[config.mk]
export PLATFORM = sky130hd
export DESIGN_NAME = mem_access_unit
export DESIGN_NICKNAME = d
export VERILOG_FILES = /design/src/rtl/mem_access_unit.sv
export SDC_FILE = /design/constraint.sdc
export NUM_CORES = 1
export LEC_CHECK = 0
export CORE_UTILIZATION = 35
export DETAILED_ROUTE_END_ITERATION = 6
export PLACE_DENSITY = 0.83
export SYNTH_ARGS = -nofsm -noshare
export SYNTH_HDL_FRONTEND = slang
export SYNTH_SLANG_ARGS = --single-unit
[constraint.sdc]
create_clock -name clk -period 1.9 [get_ports clk]
set_input_delay 0.19 -clock clk [delete_from_list [all_inputs] [get_ports clk]]
set_output_delay 0.19 -clock clk [all_outputs]
set_load 0.02 [all_outputs]
[src/rtl/mem_access_unit.sv]
// mem_access_unit: memory-stage load/store engine with lane steering, wait-state handshake and load extension
module mem_access_unit #(
    parameter int ADDRESS_WIDTH = 32,
    parameter int DATA_WIDTH    = 32
) (
    input  logic                     clk,
    input  logic                     rst_n,
    input  logic                     mem_write_m,
    input  logic [1:0]               result_src_m,
    input  logic [2:0]               funct3_m,
    input  logic [ADDRESS_WIDTH-1:0] alu_result_m,
    input  logic [DATA_WIDTH-1:0]    write_data_m,
    output logic                     dmem_req,
    output logic                     dmem_we,
    output logic [ADDRESS_WIDTH-1:0] dmem_addr,
    output logic [3:0]               dmem_be,
    output logic [DATA_WIDTH-1:0]    dmem_wdata,
    input  logic                     dmem_ack,
    input  logic [DATA_WIDTH-1:0]    dmem_rdata,
    output logic [DATA_WIDTH-1:0]    read_data_m,
    output logic                     stall_m,
    output logic                     misaligned_m
);
    typedef enum logic [1:0] {IDLE, WAIT, DONE} state_t;

    state_t                  state;
    logic                    is_mem;
    logic                    access;
    logic [DATA_WIDTH-1:0]   lane;
    logic [DATA_WIDTH-1:0]   load_ext;

    // Access qualification, lane steering and handshake outputs
    always_comb begin
        is_mem       = mem_write_m | (result_src_m == 2'b01);
        misaligned_m = is_mem & ((funct3_m[1:0] == 2'b01 & alu_result_m[0])
                               | (funct3_m[1:0] == 2'b10 & alu_result_m[1:0] != 2'b00)
                               | funct3_m == 3'b011 | funct3_m[2:1] == 2'b11);
        access       = is_mem & ~misaligned_m;
        dmem_req     = (state == IDLE & access) | state == WAIT;
        stall_m      = dmem_req;
        dmem_we      = mem_write_m;
        dmem_addr    = {alu_result_m[ADDRESS_WIDTH-1:2], 2'b00};
        dmem_be      = funct3_m[1:0] == 2'b00 ? 4'b0001 << alu_result_m[1:0]
                     : funct3_m[1:0] == 2'b01 ? 4'b0011 << {alu_result_m[1], 1'b0}
                     : 4'b1111;
        dmem_wdata   = funct3_m[1:0] == 2'b00 ? {4{write_data_m[7:0]}}
                     : funct3_m[1:0] == 2'b01 ? {2{write_data_m[15:0]}}
                     : write_data_m;
        lane         = dmem_rdata >> {alu_result_m[1:0], 3'b000};
        load_ext     = funct3_m[1:0] == 2'b00 ? {{24{~funct3_m[2] & lane[7]}}, lane[7:0]}
                     : funct3_m[1:0] == 2'b01 ? {{16{~funct3_m[2] & lane[15]}}, lane[15:0]}
                     : dmem_rdata;
    end

    // Handshake FSM; load result captured only on an acknowledged read request
    always_ff @(posedge clk) begin
        if (!rst_n) begin
            state       <= IDLE;
            read_data_m <= '0;
        end else begin
            if (dmem_req && dmem_ack && !dmem_we)
                read_data_m <= load_ext;
            case (state)
                IDLE:    state <= !access ? IDLE : dmem_ack ? DONE : WAIT;
                WAIT:    state <= dmem_ack ? DONE : WAIT;
                default: state <= IDLE;
            endcase
        end
    end
endmodule

# After elaboration in Yosys (flattened, before gate mapping)
# Cells that the tools add are included.
# Widths: inputs -> output; s select.
[classes]
eq_ne = 6
shifts = 3
n_mux = 9
bitwise = 14
n_reduce_logical = 6
[ops]
columns = ["operator", "n"]
rows = [
  ["$mux 32", 4],
  ["$shr 32x5->16", 1],
  ["$mux 4", 2],
  ["$and 1x1->1", 7],
  ["$eq 2x1->1 const B", 3],
  ["$or 1x1->1", 5],
  ["$eq 2x2->1 const B", 2],
  ["$logic_not 2->1", 2],
  ["$mux 2", 2],
  ["$pmux 2 s2", 1],
  ["$shl 1x2->4 const A", 1],
  ["$shl 2x2->4 const A", 1],
  ["$eq 3x2->1 const B", 1],
  ["$logic_and 1x1->1", 2],
  ["$not 1->1", 2],
  ["$reduce_bool 2->1", 1],
  ["$logic_not 1->1", 1],
]
[word_totals]
regBits = 34
in_bits = 105
output_inout_bits = 104
elab_cells = 40

# Longest topological paths before layout
# Gate-level depths: netlist of run 1.
[depth]
depth_word = 12
ltp_mapped = 7
mapped_depth_nobuf = 4

# Worst setup path before layout of run 1
# OpenSTA, ideal clock, no wires.
[synth_path]
kind = "input-to-output"
from = "input alu_result_m[1]"
to = "output stall_m"
arrival_ns = 1.332
slack_ns = 0.378
stages = 4
n_path_buf = 1
cell_sequence = "nor4_1 > o22ai_1 > a21oi_1 > buf_4"
[synth_via]
elab_chain_len = 10
[synth_rtl]
columns = ["element", "line_no", "source"]
rows = [
  ["start: declaration", "11", "input logic [ADDRESS_WIDTH-1:0] alu_result_m,"],
  ["$reduce_bool 2->1", "36", "| (funct3_m[1:0] == 2'b10 & alu_result_m[1:0] != 2'b00)"],
  ["$and 1x1->1", "36", ""],
  ["$or 1x1->1", "36", ""],
  ["$or 1x1->1 (2 in series)", "37", "| funct3_m == 3'b011 | funct3_m[2:1] == 2'b11);"],
  ["$and 1x1->1", "35", "misaligned_m = is_mem & ((funct3_m[1:0] == 2'b01 & alu_result_m[0])"],
  ["$not 1->1", "38", "access = is_mem & ~misaligned_m;"],
  ["$and 1x1->1", "38", ""],
  ["$and 1x1->1", "39", "dmem_req = (state == IDLE & access) | state == WAIT;"],
  ["$or 1x1->1", "39", ""],
  ["end: declaration", "21", "output logic stall_m,"],
]
# Every way passes these cells.

# Worst setup path in the final report of run 1
[layout_path]
from = "input funct3_m[0]"
to = "output dmem_wdata[11]"
[layout_via]
elab_chain_len = 2
[layout_rtl]
columns = ["element", "line_no", "source"]
rows = [
  ["start: declaration", "10", "input logic [2:0] funct3_m,"],
  ["$logic_not 2->1", "46", "dmem_wdata = funct3_m[1:0] == 2'b00 ? {4{write_data_m[7:0]}}"],
  ["$mux 32", "46", ""],
  ["end: declaration", "17", "output logic [DATA_WIDTH-1:0] dmem_wdata,"],
]
# Every way passes these cells.

==> qor.csv, run 1 <==
stage,metric,value,unit
status,status,"finished, final reports clean",
worst_setup_path,slowest_delay,360,ps
yosys,synth_edf_count,0,
routing,wl_per_cell,19.0,µm
cells_and_area,diodes,0,
routing,wirelength,10.3,mm
sta,finalHoldViolCount,0,
worst_setup_path,crit_type,in -> out,
routing,route.detailed.drc,0,
yosys,ys_ff_latch,34,
yosys,syn-instance-count,327,
routing,drt_iter0_drc,151,
sta,finalCritPeriodShare,97.1,%
cells_and_area,fillers,717,
power_and_ir_drop,irDropWorstVdd,0.000265,V
cts,cts_buffers,5,
cts,htree_levels,2,
power_and_ir_drop,power_density,564,nW/µm²
global_route,grt_max_degree,32,
global_route,first_global_vias,3164,
worst_setup_path,start_kind,primary input,
floorplan,core,7690,µm²
worst_setup_path,cp-end-kind,output port,
cts,cts-hold-fix-buffers,0,
yosys,synth_top_area_share,24.6,%
sta,slew_headroom,66.6,%
cells_and_area,seqCellArea,681,µm²
yosys,yosys-top-cells-area,"dfxtp_1 25%, buf_4 11%, a211oi_1 8.7%",
cts,cts_tree,done,
sta,tightest_slew,498,ps
power_and_ir_drop,p_leak,1.71,nW
worst_setup_path,crit_fanout,8,
routing,dr.pass1.iters,7,
sta,fin_crit,1840,ps
cts,clockBufferDepth,2,
power_and_ir_drop,pwr-share-clk,34.2,%
placed_design,hpwl,7.91,mm
sta,max_freq,0.542,GHz
yosys,synth_top_area_cell,dfxtp_1,
cells_and_area,fin_util,57.2,%
worst_setup_path,slowest_stage,mux2_2,
global_route,antenna_found_initial,0,
global_route,groute.usage.overall,24.0,%
power_and_ir_drop,intPower,1.74,mW
yosys,yosysMostFrequentCell,buf_4,
floorplan,dieHeight,90.8,µm
cells_and_area,drive_gt1_share,18.5,%
sta,fin_worst_skew,4.30,ps
yosys,synth.distinct_cells,41,
power_and_ir_drop,p_comb_share,35.5,%
cts,insertion_delay,290,ps
floorplan,rows,32,
yosys,synth_flop_cell,dfxtp_1,
yosys,synth_area,2760,µm²
placed_design,io_buffers,146,
routing,ant_nets,0,
cells_and_area,syn2layout_area_growth,59.3,%
floorplan,design.die.area,8250,µm²
floorplan,die_width,90.8,µm
cts,clock_sinks,34,
routing,via_per_inst,5.75,
yosys,async_reset_ff_share,0,%
worst_setup_path,crit_arrival,1650,ps
flow_run,drv_cap,0,
cts,cts-root-buf,clkbuf_8,
routing,vias,3135,
global_route,grt_overflow_total,0,
cells_and_area,final_nets,547,
sta,setup_viol,0,
worst_hold_path,hold_class,in -> out,
floorplan,start_util,35.9,%
yosys,ys_top_cells_by_count,"42 x buf_4, 34 x dfxtp_1, 33 x nand2_1",
sta,rsz0062_at_grt,true,
placed_design,gp_congestion,0.895,
yosys,synth.avg_cell_area,8.44,µm²
worst_setup_path,critical_path_required,1710,ps
global_route,grt_pass1_wl,15.9,mm
power_and_ir_drop,seqPwrFrac,30.3,%
cells_and_area,multi_input_area,1680,µm²
power_and_ir_drop,p_switching,0.739,mW
floorplan,ios,209,
yosys,yosys_warnings,0,
sta,slew_violations,0,
yosys,ys_seq_area_share,24.6,%
power_and_ir_drop,switching_share,29.8,%
worst_setup_path,cp_cell_sequence,"dlygate4sd2_1, buf_4, nor2_1, buf_4, mux2_2, dlygate4sd2_1",
sta,holdWs,380,ps
## cell type report
cell class	instances	area share, %
inverters	4	0.341
repair buffers	180	39.8
well taps	102	2.90
flip-flops and latches	34	15.5
clock buffers	6	1.88
multi-input cells	217	38.2
clock inverters	2	1.37
## what timing repair did
| action | CTS | global route |
|---|---|---|
| setup endpoints to repair | 28 | 37 |
| gates resized for setup | 33 | 21 |
| pin swaps | 1 | 2 |
| buffers inserted | 0 | 0 |
## critical path: cells and delay by family
kind / cells / cell delay, ps
AND/OR/NAND/NOR: 1 / 100
buffers and inverters: 4 / 1000
multiplexers: 1 / 360
## stage by stage
| step | setup WS [ps] | power, mW | setup TNS, ps | instance area, µm² | cells |
|---|---|---|---|---|---|
| floorplan | 378 | 1.28 | 0 | 2770 | 328 |
| global placement | -310 | 1.63 | -11100 | 4190 | 537 |
| detailed placement | -389 | 1.64 | -13020 | 4190 | 537 |
| CTS | -36.3 | 2.46 | -65.9 | 4320 | 545 |
| global route | -6.78 | 2.57 | -6.78 | 4400 | 545 |
| finish | 55.2 | 2.48 | 0 | 4400 | 545 |
## power groups by stage
stage               logic (mW)  clock network, mW  registers, mW
floorplan                0.489                  0          0.795
global placement         0.862                  0          0.769
global route             0.930              0.882          0.756
finish                   0.881              0.847          0.753
CTS                      0.862              0.848          0.753
detailed placement       0.873                  0          0.770
## cells by family after synthesis
kind of cell,share of synthesized area [%]
AOI/OAI and AO/OA,32.2
other,0.136
DFF,24.6
buffers and inverters,17.6
muxes,15.0
and+or+nand+nor,10.5
## cell usage in the layout (no fill, tap or decap), drive strengths merged, types with 8 or more instances in the layout
master           n
buf             36
dfxtp           34
o21ai           20
mux2i           15
clkdlybuf4s50  121
mux2            19
nand2           34
a311oi          17
nor2             8
a211oi          32
a22oi           14
dlygate4sd2     16
## per-layer routing
| metal | global-route usage, % | up-vias | wire (µm) |
|---|---|---|---|
| met5 | 0 | - | 0 |
| li1 | - | 1430 | - |
| met3 | 6.73 | 42 | 996 |
| met1 | 25.8 | 1478 | 3810 |
| met2 | 44.8 | 185 | 5210 |
| met4 | 8.20 | 0 | 323 |
## path summary, 6_finish.rpt
check | startpoint | to | slack, ps | cells after the start
max reg2reg | state[1]$_SDFF_PN0_ | read_data_m[18]$_SDFFE_PN0P_ | 330 | 4
max | funct3_m[0] | dmem_wdata[11] | 60 | 6
min reg2reg | read_data_m[15]$_SDFFE_PN0P_ | read_data_m[15]$_SDFFE_PN0P_ | 520 | 1
min | alu_result_m[11] | dmem_addr[11] | 380 | 0
## sequential cells by signal, summed over array words and instances (netlist names)
signal	count
read_data_m	32
state	2
Note: power is estimated with default switching activity, not from simulation.
==> run 2: changes to the inputs <==
- CTS_CLUSTER_DIAMETER: unset -> 200
==> results of run 2 <==
Same layout as run 1: the final DEF is identical, and so are final timing and power.
==> run 3: changes to the inputs <==
- CAP_MARGIN: unset -> 40
==> results of run 3 <==
Same layout as run 1: the final DEF is identical, and so are final timing and power.
==> RTL change 1, RTL diff (config.mk and constraints of run 3) <==
`ADDRESS_WIDTH`: 32 -> 64.
--- a/src/rtl/mem_access_unit.sv
+++ b/src/rtl/mem_access_unit.sv
@@ -1,5 +1,5 @@
 // mem_access_unit: memory-stage load/store engine with lane steering, wait-state handshake and load extension
 module mem_access_unit #(
-    parameter int ADDRESS_WIDTH = 32,
+    parameter int ADDRESS_WIDTH = 64,
     parameter int DATA_WIDTH    = 32
 ) (
Interface: changed (resized alu_result_m and dmem_addr); port bits go from 209 to 273. The function was not compared with the original's and may differ.
==> RTL change 1 against run 3 <==
First-iteration DRC count up 40%. Synthesized cell count rose by 9.8%. Sequential cell count is the same. Synthesized area rose by 8.7%. Routed wire length increased by 4.2%. Design area shrank 2.2%. Power down 1.5%. Worst setup slack gained 17 ps. Critical path type unchanged. Highest routed layer unchanged.
==> RTL change 1: results <==
group,metric,value,unit
synth,synth_xor_area_share,0,%
synth,synth_edf_count,0,
grt,grt_pass1_vias,2954,
final_layout,reg.largest.list,"read_data_m (32), state (2)",
grt,grt_pass1_wl,15800,µm
worst_setup_path,critPathMaxStageDelay,630,ps
synth,ys_types,41,
grt,use_met1,27.5,%
detailed_routing,wl_met3,1120,µm
detailed_routing,initialDrtViolationCount,211,
worst_setup_path,rr_worst_depth,4,
detailed_routing,num_vias,3074,
synth,yosysWarnings,0,
detailed_routing,met1_length,4200,µm
timing,skew,7.30,ps
power,leakage,0.00165,µW
synth,synth_compound_area_share,29.6,%
grt,overflow,0,
synth,yosys-top-cells-area,"dfxtp_1 (23%), buf_4 (19%), a211oi_1 (8.0%)",
grt,use_met3,8.05,%
worst_setup_path,path_delay_family,"buffers and inverters",
clocking,clock-root-buffer,"clkbuf_8",
grt,met2_usage,37.1,%
final_layout,diodes,0,
clocking,htreeDepth,2,
clocking,numCtsBuffers,5,
hold_path,hp-class,"in -> out",
worst_setup_path,critPathLaunch,"funct3_m[0]",
power,ir_drop,0.303,mV
final_layout,nets,573,
timing,relSlewSlack,64.7,%
grt,grt_max_degree,26,
place,hpwl,8540,µm
detailed_routing,routed_wl,10800,µm
synth,synth_common_cells,"buf_4 (74), dfxtp_1 (34), nand2_1 (33), a211oi_1 (32), o21ai_0 (19)",
place,port_buffers,146,
grt,antenna_found_initial,0,
synth,ys_seq_area_share,22.7,%
synth,async_flop_share,0,%
worst_setup_path,cpMaxStageDelayCell,"clkdlybuf4s50_1",
detailed_routing,dr.pass1.iters,5,
worst_setup_path,crit_path_max_fanout,10,
place,post-place-ws,-383,ps
hold_path,min-delay-start,"alu_result_m[17]",
place,routabilityCongestion,0.877,
detailed_routing,wl_met2,4980,µm
final_layout,drive_gt1_share,15.6,%
synth,synth_mux_area_share,13.8,%
clocking,clockBufferDepth,2,
grt,grt_util_all_layers,23.1,%
outcome,status,"complete, no violations",
## RTL change 1: final cells by class
type	count	area, µm²
multi-input combinational	217	1640
clock buffer	6	82.6
timing repair buffer	174	1690
inverter	4	15.0
tap	105	131
sequential	34	681
fill	778	3960
clock inverter	2	60.1
## RTL change 1: stage by stage
step	area (µm²)	std cells	hold slack [ps]
2_1_floorplan	3010	360	266
3_3_place_gp	4130	534	380
3_5_place_dp	4130	534	380
4_1_cts	4280	542	380
5_1_grt	4300	542	380
6_report	4300	542	380
## RTL change 1: final timing paths
check / slack, ps / end
worst max-delay path: 70 / dmem_wdata[26]
worst min-delay path: 380 / dmem_addr[17]
worst max register to register: 420 / read_data_m[24]
worst min register to register: 510 / read_data_m[15]
## RTL change 1: where the power goes
part / switching (µW) / internal (µW) / total, µW
clock network: 272 / 560 / 832
logic: 426 / 432 / 859
registers: 14.7 / 738 / 752
total: 714 / 1730 / 2440
## RTL change 1: what timing repair did
action,in CTS,in global routing
resized for setup,24,11
endpoints found under the setup margin,24,32
pin swaps,0,2
==> RTL change 2, RTL diff (settings of run 3) <==
Made on the original files. Reset style: asynchronous (`rst_n`), changed in one clocked block.
--- a/src/rtl/mem_access_unit.sv
+++ b/src/rtl/mem_access_unit.sv
@@ -54,5 +54,5 @@
 
     // Handshake FSM; load result captured only on an acknowledged read request
-    always_ff @(posedge clk) begin
+    always_ff @(posedge clk or negedge rst_n) begin
         if (!rst_n) begin
             state       <= IDLE;
Check against the original RTL: differs if rst_n is asserted again (counterexample within 4 cycles, from zero or initial values and one cycle with rst_n low); with rst_n held inactive, the same outputs for 10 cycles.
==> RTL change 2 against run 3 <==
Non-clock buffer count decreased by 3. Synthesized area increased by 3.4%. Final cell count decreased by 1.8%. Maximum frequency increased by 0.36%. Highest routed layer unchanged. Routed wire length decreased by 11%. Global-route usage decreased by 2.3 points. Critical path type unchanged. Count of clock-buffer cells in the layout increased by 2. Design area increased by 1.2%. Sequential cell count unchanged. Clock skew about the same. First-iteration DRC count increased by 25%. Worst setup slack improved by 6.6 ps. Synthesized cell count decreased by 3.1%.
Power is not compared: it rests on default switching activity, and its combinational part moved more than twofold at a synthesized area within 25%.
==> RTL change 2: results <==
group,metric,value,unit
timing,fmax,0.544,GHz
worst_setup_path,cpMaxStageDelayCell,"clkdlybuf4s50_1",
place,post-place-ws,-333,ps
synth,synth_compound_area_share,23.6,%
place,hpwl,7210,µm
worst_setup_path,crit_path_max_fanout,13,
synth,synth_mux_area_share,19.5,%
synth,yosys-top-cells-area,"dfrtp_1 (30%), mux2_2 (13%), buf_4 (11%)",
synth,ys.flop_type,"dfrtp_1",
worst_setup_path,worst_r2r_endpoint,"read_data_m[11]",
detailed_routing,initialDrtViolationCount,189,
final_layout,reg.largest.list,"read_data_m (32), state (2)",
worst_setup_path,rr_startpoint,"state[1]",
worst_setup_path,endpoint,"dmem_wdata[30]",
outcome,status,"complete, no violations",
grt,grt_pass1_wl,14700,µm
timing,skew,4.08,ps
grt,grt_max_degree,35,
detailed_routing,vias_per_cell,5.41,
synth,ys_types,34,
synth,synth_common_cells,"buf_4 (42), nand2_1 (40), dfrtp_1 (34), mux2_2 (32), o21ai_0 (22)",
grt,grt_pass1_vias,2951,
power,ir_drop,0.273,mV
final_layout,drive_gt1_share,18.5,%
hold_path,hp-class,"in -> async",
final_layout,fillers,703,
synth,async_flop_share,100,%
synth,ys_seq_area_share,29.8,%
worst_setup_path,critPathMaxStageDelay,630,ps
grt,grt_util_all_layers,21.8,%
detailed_routing,routed_wl,9200,µm
place,routabilityCongestion,0.843,
-- RTL change 2: cell types whose count changed after synthesis, sizes merged, moves of 13 or more --
cell / before / now
dfrtp: 0 / 34
mux2: 19 / 32
a311oi: 17 / 0
o22a: 0 / 20
a211oi: 32 / 0
o211ai: 1 / 17
dfxtp: 34 / 0
-- RTL change 2: worst min-delay path by stage --
stage,end,depth (start not counted)
floorplan,read_data_m[0],0
finish,read_data_m[24],2
detailed placement,dmem_addr[15],0
global placement,dmem_addr[15],0
CTS,read_data_m[4],2
global route,read_data_m[10],2
-- RTL change 2: layout make-up --
class                           count  share of cell area [%]
Sequential cell                    34                    19.1
Tap cell                          102                    2.87
Multi-Input combinational cell    211                    35.4
Clock buffer                        8                    2.47
Inverter                            3                   0.253
Timing Repair Buffer              177                    39.9
-- RTL change 2: layer usage --
layer	wire [µm]	track usage (%)
met5	0	0
met4	193	7.81
met1	3550	25.5
met2	4680	37.5
met3	774	6.40
-- RTL change 2: metrics by stage --
step | hold WS (ps) | cell area, µm² | std cells | power [µW]
2_1_floorplan | -106 | 2860 | 318 | 2110
3_5_place_dp | 380 | 4290 | 527 | 2990
6_report | 315 | 4450 | 535 | 3580
3_3_place_gp | 380 | 4290 | 527 | 2950
4_1_cts | 333 | 4390 | 535 | 3630
5_1_grt | 380 | 4450 | 535 | 3770
-- RTL change 2: power breakdown --
group / internal [µW] / total (µW) / switching, µW / leakage, µW
sequential: 976 / 1110 / 137 / 0.000404
combinational: 991 / 1840 / 853 / 0.00144
clock: 366 / 627 / 261 / 0.0000575
-- RTL change 2: repair_timing --
action                                  in CTS  in global routing
gates resized for setup                     10                 21
hold buffers                                 0                  0
pin swaps                                    0                  0
buffers inserted                             0                  0
hold endpoints to repair                     0                  0
endpoints found under the setup margin      23                 27
